==> src/rtl/vmask_pop_first_if.sv <==
// Beat/result bundle for the vcpop.m / vfirst.m mask-reduction unit.
// in_valid qualifies a beat and has no ready: every valid beat is taken; out_valid pulses one cycle per new out_vec.
interface vmask_pop_first_if #(
    parameter int REQ_DATA_WIDTH  = 64,
    parameter int RESP_DATA_WIDTH = 64,
    parameter int OPSEL_WIDTH     = 1
);
    localparam int CW = $clog2(REQ_DATA_WIDTH) + 1;

    logic                       in_valid;
    logic [REQ_DATA_WIDTH-1:0]  in_m0;
    logic [REQ_DATA_WIDTH-1:0]  in_vmask;
    logic                       in_masked;
    logic [CW-1:0]              in_elem;
    logic                       in_start;
    logic                       in_last;
    logic [OPSEL_WIDTH-1:0]     in_opsel;
    logic [RESP_DATA_WIDTH-1:0] out_vec;
    logic                       out_valid;

    modport master (
        output in_valid, in_m0, in_vmask, in_masked, in_elem, in_start, in_last, in_opsel,
        input  out_vec, out_valid
    );

    modport slave (
        input  in_valid, in_m0, in_vmask, in_masked, in_elem, in_start, in_last, in_opsel,
        output out_vec, out_valid
    );
endinterface

==> src/rtl/vmask_pop_first.sv <==
// Multi-beat vcpop.m / vfirst.m reduction: per-beat masking, pipelined popcount tree,
// lowest-set-bit search, and cross-beat accumulation into a scalar result.
module vmask_pop_first #(
    parameter int REQ_DATA_WIDTH  = 64,
    parameter int RESP_DATA_WIDTH = 64,
    parameter int OPSEL_WIDTH     = 1
) (
    input  logic             clk,
    input  logic             rst,
    vmask_pop_first_if.slave io_bus
);
    localparam int W  = REQ_DATA_WIDTH;
    localparam int RW = RESP_DATA_WIDTH;
    localparam int S  = $clog2(W);
    localparam int IW = $clog2(W);
    localparam int CW = IW + 1;

    logic [CW-1:0] w_elem;
    logic [W-1:0]  w_tail;
    logic [W-1:0]  w_eff;
    logic [IW-1:0] w_idx;
    logic          w_found;

    always_comb begin
        w_elem = (io_bus.in_elem > CW'(W)) ? CW'(W) : io_bus.in_elem;
        for (int i = 0; i < W; i++) begin
            w_tail[i] = (CW'(i) < w_elem);
        end
        w_eff   = io_bus.in_m0 & (io_bus.in_masked ? io_bus.in_vmask : '1) & w_tail;
        w_idx   = '0;
        w_found = 1'b0;
        // Descending scan so the lowest set bit is the last one written.
        for (int i = W - 1; i >= 0; i--) begin
            if (w_eff[i]) begin
                w_idx   = IW'(i);
                w_found = 1'b1;
            end
        end
    end

    // Per-beat side band; index k is aligned with tree stage k.
    logic [S-1:0]                  r_vld;
    logic [S-1:0]                  r_st;
    logic [S-1:0]                  r_ls;
    logic [S-1:0]                  r_fnd;
    logic [S-1:0][OPSEL_WIDTH-1:0] r_op;
    logic [S-1:0][IW-1:0]          r_idx;
    logic [W-1:0]                  r_eff;

    always_ff @(posedge clk or posedge rst) begin
        if (rst) begin
            r_vld <= '0;
            r_st  <= '0;
            r_ls  <= '0;
            r_fnd <= '0;
            r_op  <= '0;
            r_idx <= '0;
            r_eff <= '0;
        end else begin
            r_vld[0] <= io_bus.in_valid;
            r_st[0]  <= io_bus.in_start;
            r_ls[0]  <= io_bus.in_last;
            r_fnd[0] <= w_found;
            r_op[0]  <= io_bus.in_opsel;
            r_idx[0] <= w_idx;
            r_eff    <= w_eff;
            for (int k = 1; k < S; k++) begin
                r_vld[k] <= r_vld[k-1];
                r_st[k]  <= r_st[k-1];
                r_ls[k]  <= r_ls[k-1];
                r_fnd[k] <= r_fnd[k-1];
                r_op[k]  <= r_op[k-1];
                r_idx[k] <= r_idx[k-1];
            end
        end
    end

    // Stage k holds W>>k partial sums, each k+1 bits wide.
    for (genvar k = 1; k < S; k++) begin : g_tree
        localparam int N = W >> k;
        localparam int B = k + 1;
        logic [N*B-1:0] w_sum;
        logic [N*B-1:0] r_sum;

        for (genvar j = 0; j < N; j++) begin : g_add
            if (k == 1) begin : g_leaf
                assign w_sum[j*B +: B] = {1'b0, r_eff[2*j]} + {1'b0, r_eff[2*j+1]};
            end else begin : g_node
                assign w_sum[j*B +: B] = {1'b0, g_tree[k-1].r_sum[2*j*(B-1) +: B-1]}
                                       + {1'b0, g_tree[k-1].r_sum[(2*j+1)*(B-1) +: B-1]};
            end
        end

        always_ff @(posedge clk or posedge rst) begin
            if (rst) r_sum <= '0;
            else     r_sum <= w_sum;
        end
    end

    logic [CW-1:0] w_pcnt;

    if (S == 1) begin : g_pcnt_leaf
        assign w_pcnt = CW'(r_eff[0]) + CW'(r_eff[1]);
    end else begin : g_pcnt_node
        assign w_pcnt = {1'b0, g_tree[S-1].r_sum[S-1:0]} + {1'b0, g_tree[S-1].r_sum[2*S-1:S]};
    end

    logic [RW-1:0] r_cnt;
    logic [RW-1:0] r_first;
    logic [RW-1:0] r_base;
    logic          r_have;
    logic [RW-1:0] r_out_vec;
    logic          r_out_valid;

    logic [RW-1:0] w_pos;
    logic [RW-1:0] w_cnt_nx;
    logic [RW-1:0] w_first_nx;
    logic          w_have_nx;

    always_comb begin
        w_pos = (r_base << IW) | RW'(r_idx[S-1]);
        if (r_st[S-1]) begin
            w_cnt_nx   = RW'(w_pcnt);
            w_have_nx  = r_fnd[S-1];
            w_first_nx = r_fnd[S-1] ? RW'(r_idx[S-1]) : '1;
        end else begin
            w_cnt_nx   = r_cnt + RW'(w_pcnt);
            w_have_nx  = r_have | r_fnd[S-1];
            w_first_nx = (!r_have && r_fnd[S-1]) ? w_pos : r_first;
        end
    end

    // Bubbles (r_vld low) leave the accumulator and beat counter untouched.
    always_ff @(posedge clk or posedge rst) begin
        if (rst) begin
            r_cnt       <= '0;
            r_first     <= '0;
            r_base      <= '0;
            r_have      <= 1'b0;
            r_out_vec   <= '0;
            r_out_valid <= 1'b0;
        end else begin
            r_out_valid <= r_vld[S-1] & r_ls[S-1];
            if (r_vld[S-1]) begin
                r_cnt   <= w_cnt_nx;
                r_first <= w_first_nx;
                r_have  <= w_have_nx;
                r_base  <= r_st[S-1] ? RW'(1) : r_base + RW'(1);
                if (r_ls[S-1]) begin
                    r_out_vec <= (r_op[S-1] != '0) ? w_first_nx : w_cnt_nx;
                end
            end
        end
    end

    assign io_bus.out_vec   = r_out_vec;
    assign io_bus.out_valid = r_out_valid;
endmodule

==> src/flat_wrapper.sv <==
// flat-port wrapper written by rule: the top's interface ports become plain ports
module vmask_pop_first_flat 
#(
    parameter int REQ_DATA_WIDTH  = 64,
    parameter int RESP_DATA_WIDTH = 64,
    parameter int OPSEL_WIDTH     = 1
)
  (clk, rst, io_bus_in_valid, io_bus_in_m0, io_bus_in_vmask, io_bus_in_masked, io_bus_in_elem, io_bus_in_start, io_bus_in_last, io_bus_in_opsel, io_bus_out_vec, io_bus_out_valid);
  vmask_pop_first_if #(.REQ_DATA_WIDTH(REQ_DATA_WIDTH), .RESP_DATA_WIDTH(RESP_DATA_WIDTH), .OPSEL_WIDTH(OPSEL_WIDTH)) io_bus_i ();
  input  logic clk;
  input  logic rst;
  input wire logic [$bits(io_bus_i.in_valid)-1:0] io_bus_in_valid;
  input wire logic [$bits(io_bus_i.in_m0)-1:0] io_bus_in_m0;
  input wire logic [$bits(io_bus_i.in_vmask)-1:0] io_bus_in_vmask;
  input wire logic [$bits(io_bus_i.in_masked)-1:0] io_bus_in_masked;
  input wire logic [$bits(io_bus_i.in_elem)-1:0] io_bus_in_elem;
  input wire logic [$bits(io_bus_i.in_start)-1:0] io_bus_in_start;
  input wire logic [$bits(io_bus_i.in_last)-1:0] io_bus_in_last;
  input wire logic [$bits(io_bus_i.in_opsel)-1:0] io_bus_in_opsel;
  output wire logic [$bits(io_bus_i.out_vec)-1:0] io_bus_out_vec;
  output wire logic [$bits(io_bus_i.out_valid)-1:0] io_bus_out_valid;
  assign io_bus_i.in_valid = io_bus_in_valid;
  assign io_bus_i.in_m0 = io_bus_in_m0;
  assign io_bus_i.in_vmask = io_bus_in_vmask;
  assign io_bus_i.in_masked = io_bus_in_masked;
  assign io_bus_i.in_elem = io_bus_in_elem;
  assign io_bus_i.in_start = io_bus_in_start;
  assign io_bus_i.in_last = io_bus_in_last;
  assign io_bus_i.in_opsel = io_bus_in_opsel;
  assign io_bus_out_vec = io_bus_i.out_vec;
  assign io_bus_out_valid = io_bus_i.out_valid;
  vmask_pop_first #(.REQ_DATA_WIDTH(REQ_DATA_WIDTH), .RESP_DATA_WIDTH(RESP_DATA_WIDTH), .OPSEL_WIDTH(OPSEL_WIDTH)) u_core (.clk(clk), .rst(rst), .io_bus(io_bus_i));
endmodule
==> config.mk <==
export PLATFORM = sky130hd
export DESIGN_NAME = vmask_pop_first_flat
export DESIGN_NICKNAME = d
export VERILOG_FILES = /design/src/rtl/vmask_pop_first_if.sv /design/src/rtl/vmask_pop_first.sv /design/src/flat_wrapper.sv
export SDC_FILE = /design/constraint.sdc
export NUM_CORES = 1
export LEC_CHECK = 0
export ABC_AREA = 1
export BUFFER_PORTS_ARGS = -buffer_cell sky130_fd_sc_hd__buf_2
export CAP_MARGIN = 20
export CELL_PAD_IN_SITES_DETAIL_PLACEMENT = 0
export CELL_PAD_IN_SITES_GLOBAL_PLACEMENT = 2
export CORE_MARGIN = 2
export CORE_UTILIZATION = 37
export CTS_CLUSTER_SIZE = 14
export DETAILED_ROUTE_END_ITERATION = 10
export PLACE_DENSITY_LB_ADDON = 0.1
export SLEW_MARGIN = 15
export SYNTH_ARGS = -nofsm -noshare
export SYNTH_HDL_FRONTEND = slang
export SYNTH_SLANG_ARGS = --single-unit
==> constraint.sdc <==
create_clock -name clk -period 21.7 [get_ports clk]
set_input_delay 2.17 -clock clk [delete_from_list [all_inputs] [get_ports clk]]
set_output_delay 2.17 -clock clk [all_outputs]
set_load 0.05 [all_outputs]
==> results.md, run 1 <==
* Status: completed
* Clk_skew at 0.0298 ns
* Max-cap viol count at 0
* GP Congestion at 0.857
* Initial antenna violation count at 0
* Post-CTS Setup Inserts at 0
* Via Count at 20000
* CTS Hold Bufs at 0
* Sequential fraction of the synthesis area at 53.6%
* Max-slew violations at 0
* IO Pins at 207
* Max Freq at 149 MHz
* Total GRT Usage at 19.4%
* CTS sink cnt at 558
* Seq cells post-synth at 558
* Detailed placement HPWL at 49300 um
* Top cells by area, synth: dfrtp_1, nand2_1, o21ai_0, ha_1, inv_1
* Final hold vios at 0
* Max IR drop VDD at 0.0636 mV
* Synthesized cell area at 26100 um2
* Slowest CP cell: dfrtp_1
* Nets at 3418
* Vias in the first global route at 20600
* Net Count, Synth at 3228
* Mean Syn Cell Area at 8.86 um2
* Top-count cell post-synth: nand2_1
* Tcrit/Tclk final at 30.8%
* Ys flop type: dfrtp_1
* Post-synth top area cell: dfrtp_1
* Worst Setup Start Kind: flip-flop
* Clock root buffer: clkbuf_16
* Detail Route Antenna Nets at 0
* Worst path bufs/invs at 8
* Post-synth ARST share at 100%
* Largest net degree at the start of global routing at 93
* Full die area at 72600 um2
* Worst setup path class: reg -> reg
* Clock buffer count from CTS at 61
* Die H at 269 um
* Min-delay worst type: reg -> reg
* Mean number of vias per cell at 4.85
* Clock buffer depth at 3
* RSZ-0062 raised after global routing: no
* Reported leakage power at 14.8 nW
* Final Non-Filler Cells at 4123
* First-pass iteration count of the detailed router at 5
* CP max stage delay at 0.39 ns
* DRT iter0 DRCs at 1086
* Top-area cell type share of the netlist area at 53.6%
* Clock Latency Late Sink at 0.64 ns
* CTS clk-pin slew, worst paths at 0.06 ns
* Fillers at 6972
* WL/cell at 16.9 um
* TritonCTS clock tree: done
* Post-synth EDFFs at 0
* Post_cts resized at 0
* Core footprint at 69900 um2
* Initial core utilization at 37.3%
* Die width at 269 um
* WHS at 0.344 ns
* Syn. warnings at 0
* Crit path max fanout at 4
* Setup violations, final at 0
* Antenna diode count at 0
* Setup TNS at 0 ns
* Count of different cell masters after synthesis at 58
* Syn Inst Count at 2942
* Port bufs at 206
* WL final at 69700 um
* DRC errors left at 0
* FP Rows at 97
* Worst path top cell family by delay: simple AND/OR/NAND/NOR gates
* Reg2Reg Setup Slack at 15.01 ns
* Placed Cells at 4008
* CTS H-tree lvls at 2
* Worst-Margin Slew at 1.06 ns
* Area growth syn-to-layout at 16.0%
* Commonest cells post-synth: nand2_1, dfrtp_1, o21ai_0
* Most used cell, CP: nor2_1
* Global-route wire length before repair at 114000 um
* Overflow after GRT at 0
* Power density over the cells at 95.1 nW/um2
* Worst setup EP type: flip-flop
* CP required at 22.20 ns
* Slew Limit Headroom at 28.7%
* Critical path arrival at 7.19 ns
* Layout cell share with drive strength beyond 1 at 11.9%
* Tmin final at 6.69 ns
final cells by class:
class | instances | area [um2] | share of cell area, %
well taps | 940 | 1180 | 3.89
multi-input cells | 1941 | 10400 | 34.6
clock buffers | 86 | 1710 | 5.66
repair buffers | 229 | 1220 | 4.05
flip-flops and latches | 558 | 14000 | 46.2
inverters | 341 | 1290 | 4.27
clock inverters | 28 | 409 | 1.35
cell families after synthesis:
logic type                 Yosys count  share of synthesized area [%]
and+or+nand+nor                   1195                           19.4
AOI/OAI and AO/OA                  570                           11.7
DFF                                558                           53.6
buffers and inverters              443                           6.40
adders and majority gates          144                           7.84
xor gates and xnor gates            30                           1.01
muxes                                2                         0.0768
final timing paths:
kind,start,to,cells past startpoint
max in group asynchronous,rst,u_core.r_op[5],4
worst min register to register,u_core.r_idx[14],u_core.r_idx[20],0
worst min-delay path,u_core.r_idx[14],u_core.r_idx[20],0
worst max-delay path,u_core.g_tree[5].r_sum[2],u_core.io_bus.out_vec[56],44
worst max register to register,u_core.g_tree[5].r_sum[2],u_core.io_bus.out_vec[56],44
min in group asynchronous,rst,u_core.io_bus.out_valid,2
layer usage:
metal | vias to the layer above | part of all wire, % | wire (um) | track usage, %
li1 | 9954 | - | - | -
met1 | 9559 | 43 | 30200 | 24.3
met2 | 374 | 51 | 35300 | 34.9
met3 | 105 | 3.6 | 2490 | 2.80
met4 | 0 | 2.5 | 1730 | 5.13
met5 | - | 0 | 0 | 0
stage by stage:
step / power, W / utilization [%] / setup slack, ns / area, um2
after floorplan: 0.00163 / - / 3.93 / 26100
after global placement: 0.00181 / 40.2 / 14.93 / 28100
after detailed placement: 0.00182 / 40.2 / 14.97 / 28100
after CTS: 0.00293 / 43.2 / 14.95 / 30200
after global routing: 0.00306 / 43.2 / 14.13 / 30200
final: 0.00288 / 43.2 / 15.01 / 30200
registers in the layout, summed over array words and instances, names as in the netlist, 36 cells and up:
signal and flops:
u_core.io_bus.out_vec 64, u_core.r_first 64, u_core.g_tree.r_sum 176, u_core.r_idx 36, u_core.r_eff 64, u_core.r_cnt 64
u_core.r_base 58
cells in the final DEF (no fill, tap or decap), types with 5 or more instances in the layout:
cell type / netlist / final
o32ai_1: 6 / 6
a21oi_1: 127 / 127
dfrtp_1: 558 / 556
clkinv_2: 1 / 9
a31oi_1: 5 / 5
inv_1: 333 / 330
buf_4: 0 / 22
o21bai_1: 5 / 5
a21o_1: 6 / 6
clkbuf_16: 0 / 61
clkbuf_8: 0 / 9
nand4_1: 20 / 20
clkinvlp_4: 0 / 7
nor2_4: 8 / 9
nor4_1: 29 / 29
xnor2_1: 19 / 19
nor3_2: 6 / 6
fa_1: 32 / 32
nor2_1: 289 / 288
xor2_1: 11 / 11
a211oi_1: 6 / 6
nand3_1: 76 / 76
ha_1: 112 / 112
nand2_1: 646 / 645
clkbuf_1: 86 / 16
inv_2: 6 / 7
nor3_1: 87 / 87
o221ai_1: 9 / 9
buf_2: 2 / 206
bufinv_16: 0 / 8
o21ai_0: 374 / 374
or2_2: 6 / 6
o21ai_1: 6 / 6
report_power, final:
group | internal [W] | switching (W)
Combinational | 0.000200 | 0.000371
Sequential | 0.00116 | 0.0000605
Clock | 0.000647 | 0.000438
Total | 0.00201 | 0.000870
Note: power is estimated with default switching activity, not from simulation.
==> inputs of run 2 (changes only) <==
--- a/config.mk
+++ b/config.mk
@@ -11,7 +11,7 @@
 export CELL_PAD_IN_SITES_DETAIL_PLACEMENT = 0
 export CELL_PAD_IN_SITES_GLOBAL_PLACEMENT = 2
 export CORE_MARGIN = 2
-export CORE_UTILIZATION = 37
+export CORE_UTILIZATION = 34
 export CTS_CLUSTER_SIZE = 14
 export DETAILED_ROUTE_END_ITERATION = 10
 export PLACE_DENSITY_LB_ADDON = 0.1
==> constraint.sdc (replaced) <==
create_clock -name clk -period 6.1 [get_ports clk]
set_input_delay 0.61 -clock clk [delete_from_list [all_inputs] [get_ports clk]]
set_output_delay 0.61 -clock clk [all_outputs]
set_load 0.05 [all_outputs]
==> results.md, run 2 (same netlist as run 1, synthesis figures left out) <==
* DRT iter0 DRCs at 1144
* R2R depth at 52
* Crit Reg-Reg Endpoint: u_core.io_bus.out_vec[63]
* FP Rows at 101
* CTS H-tree lvls at 3
* Fillers at 7562
* Tcrit/Tclk final at 102%
* Reported leakage power at 15.9 nW
* TritonCTS clock tree: done
* Clock root buffer: clkbuf_16
* Reg2Reg Setup Slack at -0.13 ns
* Slew Limit Headroom at 29.7%
* Worst path top cell family by delay: simple AND/OR/NAND/NOR gates
* Most used cell, CP: nor2_4
* Total GRT Usage at 19.4%
* CP max stage delay at 0.40 ns
* Detailed placement HPWL at 51300 um
* Worst Setup SP: u_core.g_tree[5].r_sum[2]
* Most frequent cells in the layout: nand2_1, dfrtp_1, o21ai_0
* Worst setup EP type: flip-flop
* Worst setup path class: reg -> reg
* Detail Route Antenna Nets at 0
* Area growth syn-to-layout at 23.1%
* Setup ws final at -0.126 ns
* Biggest register: u_core.g_tree.r_sum
* Post-layout util at 42.2%
* Critical Path Sink: u_core.io_bus.out_vec[63]
* Nets at 3554
* Port bufs at 206
* GP Congestion at 0.853
* Mean number of vias per cell at 4.80
* Clock buffer depth at 3
* Clock Latency Late Sink at 0.60 ns
* WL/cell at 17.3 um
* Status: complete, but fails checks
* Max-cap viol count at 0
* CTS sink cnt at 558
* Largest net degree at the start of global routing at 177
* Hold path cells at 1
* First-pass iteration count of the detailed router at 5
* Critical path depth in cells at 52
* Antenna diode count at 0
* WHS at 0.116 ns
* Global-route wire length before repair at 120000 um
* Max-slew violations at 0
* Power density over the cells at 364 nW/um2
* Max IR drop VDD at 0.208 mV
* Max reg flops at 176
* DRC errors left at 0
* Tmin final at 6.23 ns
* Worst Setup Start Kind: flip-flop
* Critical path arrival at 6.75 ns
* Failing checks: negative setup slack
* Register area at 14000 um2
* RSZ-0062 raised after global routing: yes
* Overflow after GRT at 0
* Pre-CTS WS at -0.396 ns
* Vias in the first global route at 21600
* Most common cell after layout, fill and taps aside: nand2_1
* Worst r2r src: u_core.g_tree[5].r_sum[2]
* Worst-Margin Slew at 1.06 ns
* Setup violations, final at 8
* Clk_skew at 0.0387 ns
* Final hold vios at 0
* WL final at 75200 um
* Layout cell share with drive strength beyond 1 at 18.0%
* CTS clk-pin slew, worst paths at 0.06 ns
* Crit path max fanout at 4
* Via Count at 20900
* Slowest CP cell: dfrtp_1
* CP required at 6.63 ns
* Die H at 281 um
* Initial core utilization at 34.3%
* Max Freq at 161 MHz
* Core footprint at 75900 um2
* IO Pins at 207
* Min-delay worst type: in -> reg
* Die width at 281 um
* Multi-input gate area at 10900 um2
* Full die area at 78900 um2
* Worst path bufs/invs at 10
* Clock buffer count from CTS at 67
* Initial antenna violation count at 0
## run 2: changes by cell type in the layout (fill, tap and decap cells not counted), moves of 14 or more
cell / delta
buf_4: +113
nand2_1: -15
o21ai_1: +21
buf_6: +14
o21ai_0: -27
## run 2: worst register-to-register path, delay by kind of cell (launching register included)
kind | cells | cell delay [ns]
simple gates | 34 | 3.65
buf+inv | 10 | 0.77
compound gates | 5 | 0.71
fa+ha+maj | 2 | 0.56
flops | 1 | 0.40
xor+xnor | 1 | 0.11
## run 2: cell type report
class,count,area share (%)
Clock buffer,89,5.92
Clock inverter,28,1.36
Inverter,341,4.03
Multi-Input combinational cell,1941,34.0
Sequential cell,558,43.5
Tap cell,1030,4.02
Timing Repair Buffer,359,7.08
## run 2: report_power, final
group          leakage [nW]  internal (W)  switching (W)  total (W)
clock                  1.15       0.00262        0.00160    0.00422
sequential             7.31       0.00412       0.000227    0.00435
combinational          7.40       0.00137        0.00172    0.00309
## run 2: per-stage QoR
step	cell area (um2)	TNS, ns	total power, W	instances
after CTS	31700	-2.37	0.0115	4342
final	32100	-0.373	0.0117	4346
after floorplan	26100	-1175.01	0.00581	2942
after global routing	32100	-10.09	0.0124	4346
after global placement	28500	-1.76	0.00654	4135
after detailed placement	28500	-3.40	0.00658	4135
## run 2: worst min-delay path by stage
stage	start	endpoint	slack, ns
3_3_place_gp	u_core.r_idx[4]	u_core.r_idx[10]	0.33
3_5_place_dp	u_core.r_fnd[4]	u_core.r_fnd[5]	0.33
2_1_floorplan	u_core.r_fnd[0]	u_core.r_fnd[1]	0.33
4_1_cts	io_bus_in_opsel	u_core.r_op[0]	0.07
5_1_grt	io_bus_in_opsel	u_core.r_op[0]	0.09
6_report	io_bus_in_opsel	u_core.r_op[0]	0.12
## run 2: what timing repair did
item / CTS / global route
resized for setup: 58 / 95
setup buffers: 89 / 17
hold endpoints to repair: 8 / 0
pin swaps: 26 / 59
hold buffers: 1 / 0
setup endpoints to repair: 20 / 46
## run 2: layer usage
metal / vias up / wire length (um) / track usage [%]
li1: 10200 / - / -
met1: 10000 / 31900 / 23.8
met2: 463 / 38100 / 34.7
met3: 130 / 3080 / 2.90
met4: 0 / 2120 / 6.73
met5: - / 0 / 0
==> inputs of run 3 (changes only) <==
--- a/config.mk
+++ b/config.mk
@@ -15,6 +15,7 @@
 export CTS_CLUSTER_SIZE = 14
 export DETAILED_ROUTE_END_ITERATION = 10
 export PLACE_DENSITY_LB_ADDON = 0.1
+export SETUP_SLACK_MARGIN = 0.02
 export SLEW_MARGIN = 15
 export SYNTH_ARGS = -nofsm -noshare
 export SYNTH_HDL_FRONTEND = slang
==> results.md, run 3 (same netlist as run 1, synthesis figures left out) <==
* Clock buffer count from CTS at 67
* Vias in the first global route at 21600
* Worst path bufs/invs at 10
* FP Rows at 101
* Full die area at 78900 um2
* GP Congestion at 0.853
* Overflow after GRT at 0
* Power density over the cells at 363 nW/um2
* Critical path arrival at 6.73 ns
* Max IR drop VDD at 0.207 mV
* Via Count at 20900
* Setup ws final at -0.103 ns
* WL/cell at 17.3 um
* Slowest CP cell: dfrtp_1
* Most used cell, CP: nor2_4
* DRC errors left at 0
* Setup TNS at -0.237 ns
* Port bufs at 206
* DRT iter0 DRCs at 1113
* Detailed placement HPWL at 51300 um
* Clock Latency Late Sink at 0.60 ns
* Tcrit/Tclk final at 102%
* Worst setup path class: reg -> reg
* Nets at 3557
* CTS clk-pin slew, worst paths at 0.06 ns
* Failing checks: negative setup slack
* Worst path top cell family by delay: simple AND/OR/NAND/NOR gates
* Core footprint at 75900 um2
* Total GRT Usage at 19.4%
* Largest net degree at the start of global routing at 177
* Tmin final at 6.20 ns
* Max-cap viol count at 0
* CTS H-tree lvls at 3
* Min-delay worst type: in -> reg
* Worst r2r src: u_core.g_tree[5].r_sum[2]
* Pre-CTS WS at -0.396 ns
* WL final at 75100 um
* R2R depth at 52
* Slew Limit Headroom at 28.1%
* Clock buffer depth at 3
* Die width at 281 um
* CTS sink cnt at 558
* First-pass iteration count of the detailed router at 5
* Worst-Margin Slew at 1.08 ns
* Initial antenna violation count at 0
* Max reg flops at 176
* CP max stage delay at 0.40 ns
* Met1 Use GR at 23.8%
* Reported leakage power at 15.9 nW
* Crit path max fanout at 4
* Worst Setup Start Kind: flip-flop
* Detail Route Antenna Nets at 0
* Die H at 281 um
* Met2 Use GR at 34.7%
* Crit Reg-Reg Endpoint: u_core.io_bus.out_vec[63]
* Max-slew violations at 0
* Most frequent cells in the layout: nand2_1, dfrtp_1, o21ai_0
* Mean number of vias per cell at 4.81
* Setup violations, final at 7
* IO Pins at 207
* Hold path cells at 1
* Biggest register: u_core.g_tree.r_sum
* Tot Pwr at 0.0117 W
* Worst setup EP type: flip-flop
* Hold EP: u_core.r_op[0]
* Origin of the worst min-delay path: io_bus_in_opsel
* Max Freq at 161 MHz
* Layer with the highest usage: met2
* Clock root buffer: clkbuf_16
* Reg2Reg Setup Slack at -0.10 ns
* Initial core utilization at 34.3%
* Most common cell after layout, fill and taps aside: nand2_1
* Fillers at 7546
* Grt met3 use at 2.90%
* TritonCTS clock tree: done
* Final hold vios at 0
* Layout cell share with drive strength beyond 1 at 18.2%
* RSZ-0062 raised after global routing: yes
* Antenna diode count at 0
* Clk_skew at 0.0386 ns
* CP required at 6.63 ns
* Area growth syn-to-layout at 23.3%
* Status: complete, but fails checks
* Global-route wire length before repair at 120000 um
-- run 3: worst max path at each step --
stage / from / to / slack, ns / depth (start not counted)
6_report: u_core.g_tree[5].r_sum[2] / u_core.io_bus.out_vec[63] / -0.10 / 52
5_1_grt: u_core.g_tree[5].r_sum[2] / u_core.io_bus.out_vec[62] / -0.62 / 47
4_1_cts: u_core.g_tree[5].r_sum[8] / u_core.io_bus.out_vec[63] / -0.32 / 51
3_5_place_dp: u_core.g_tree[5].r_sum[0] / u_core.io_bus.out_vec[63] / -0.40 / 51
3_3_place_gp: u_core.g_tree[5].r_sum[0] / u_core.io_bus.out_vec[63] / -0.27 / 51
2_1_floorplan: rst / u_core.g_tree[1].r_sum[0] / -2.11 / 1
-- run 3: area by class of cell --
cell class	instances	area [um2]	share of cell area, %
inverters	341	1290	4.02
clock inverters	28	435	1.35
multi-input cells	1941	10900	34.0
repair buffers	362	2320	7.23
clock buffers	89	1900	5.91
flip-flops and latches	558	14000	43.5
well taps	1030	1290	4.01
-- run 3: worst reg2reg max path, delay by kind of cell, from the launching register on --
kind	cells	cell delay, ns
flip-flops	1	0.40
adder cells (fa/ha/maj)	2	0.56
AO/OA/AOI/OAI	5	0.71
XOR/XNOR	1	0.11
buffers and inverters	10	0.76
AND/OR/NAND/NOR	34	3.66
-- run 3: timing repair --
item,CTS,global route
buffers inserted,89,18
resized for setup,61,103
hold buffers,1,0
pin swaps,27,58
endpoints found under the setup margin,22,46
endpoints found under the hold margin,8,0
-- run 3: stage by stage --
stage	area (um2)	hold slack, ns	cells	utilization [%]
finish	32100	0.113	4349	42.3
global route	32100	0.0856	4349	42.3
CTS	31700	0.0693	4342	41.8
detailed placement	28500	0.335	4135	37.5
global placement	28500	0.332	4135	37.5
floorplan	26100	0.331	2942	-
-- run 3: routing by layer --
| metal | part of all wire (%) | vias to the layer above |
|---|---|---|
| met2 | 51 | 491 |
| li1 | - | 10200 |
| met3 | 4.1 | 132 |
| met5 | 0 | - |
| met1 | 42 | 10100 |
| met4 | 2.8 | 0 |
-- run 3: power breakdown --
group	switching, W	internal (W)	total (W)
logic	0.00172	0.00139	0.00311
clock network	0.00160	0.00262	0.00422
registers	0.000227	0.00412	0.00435
total	0.00355	0.00813	0.0117
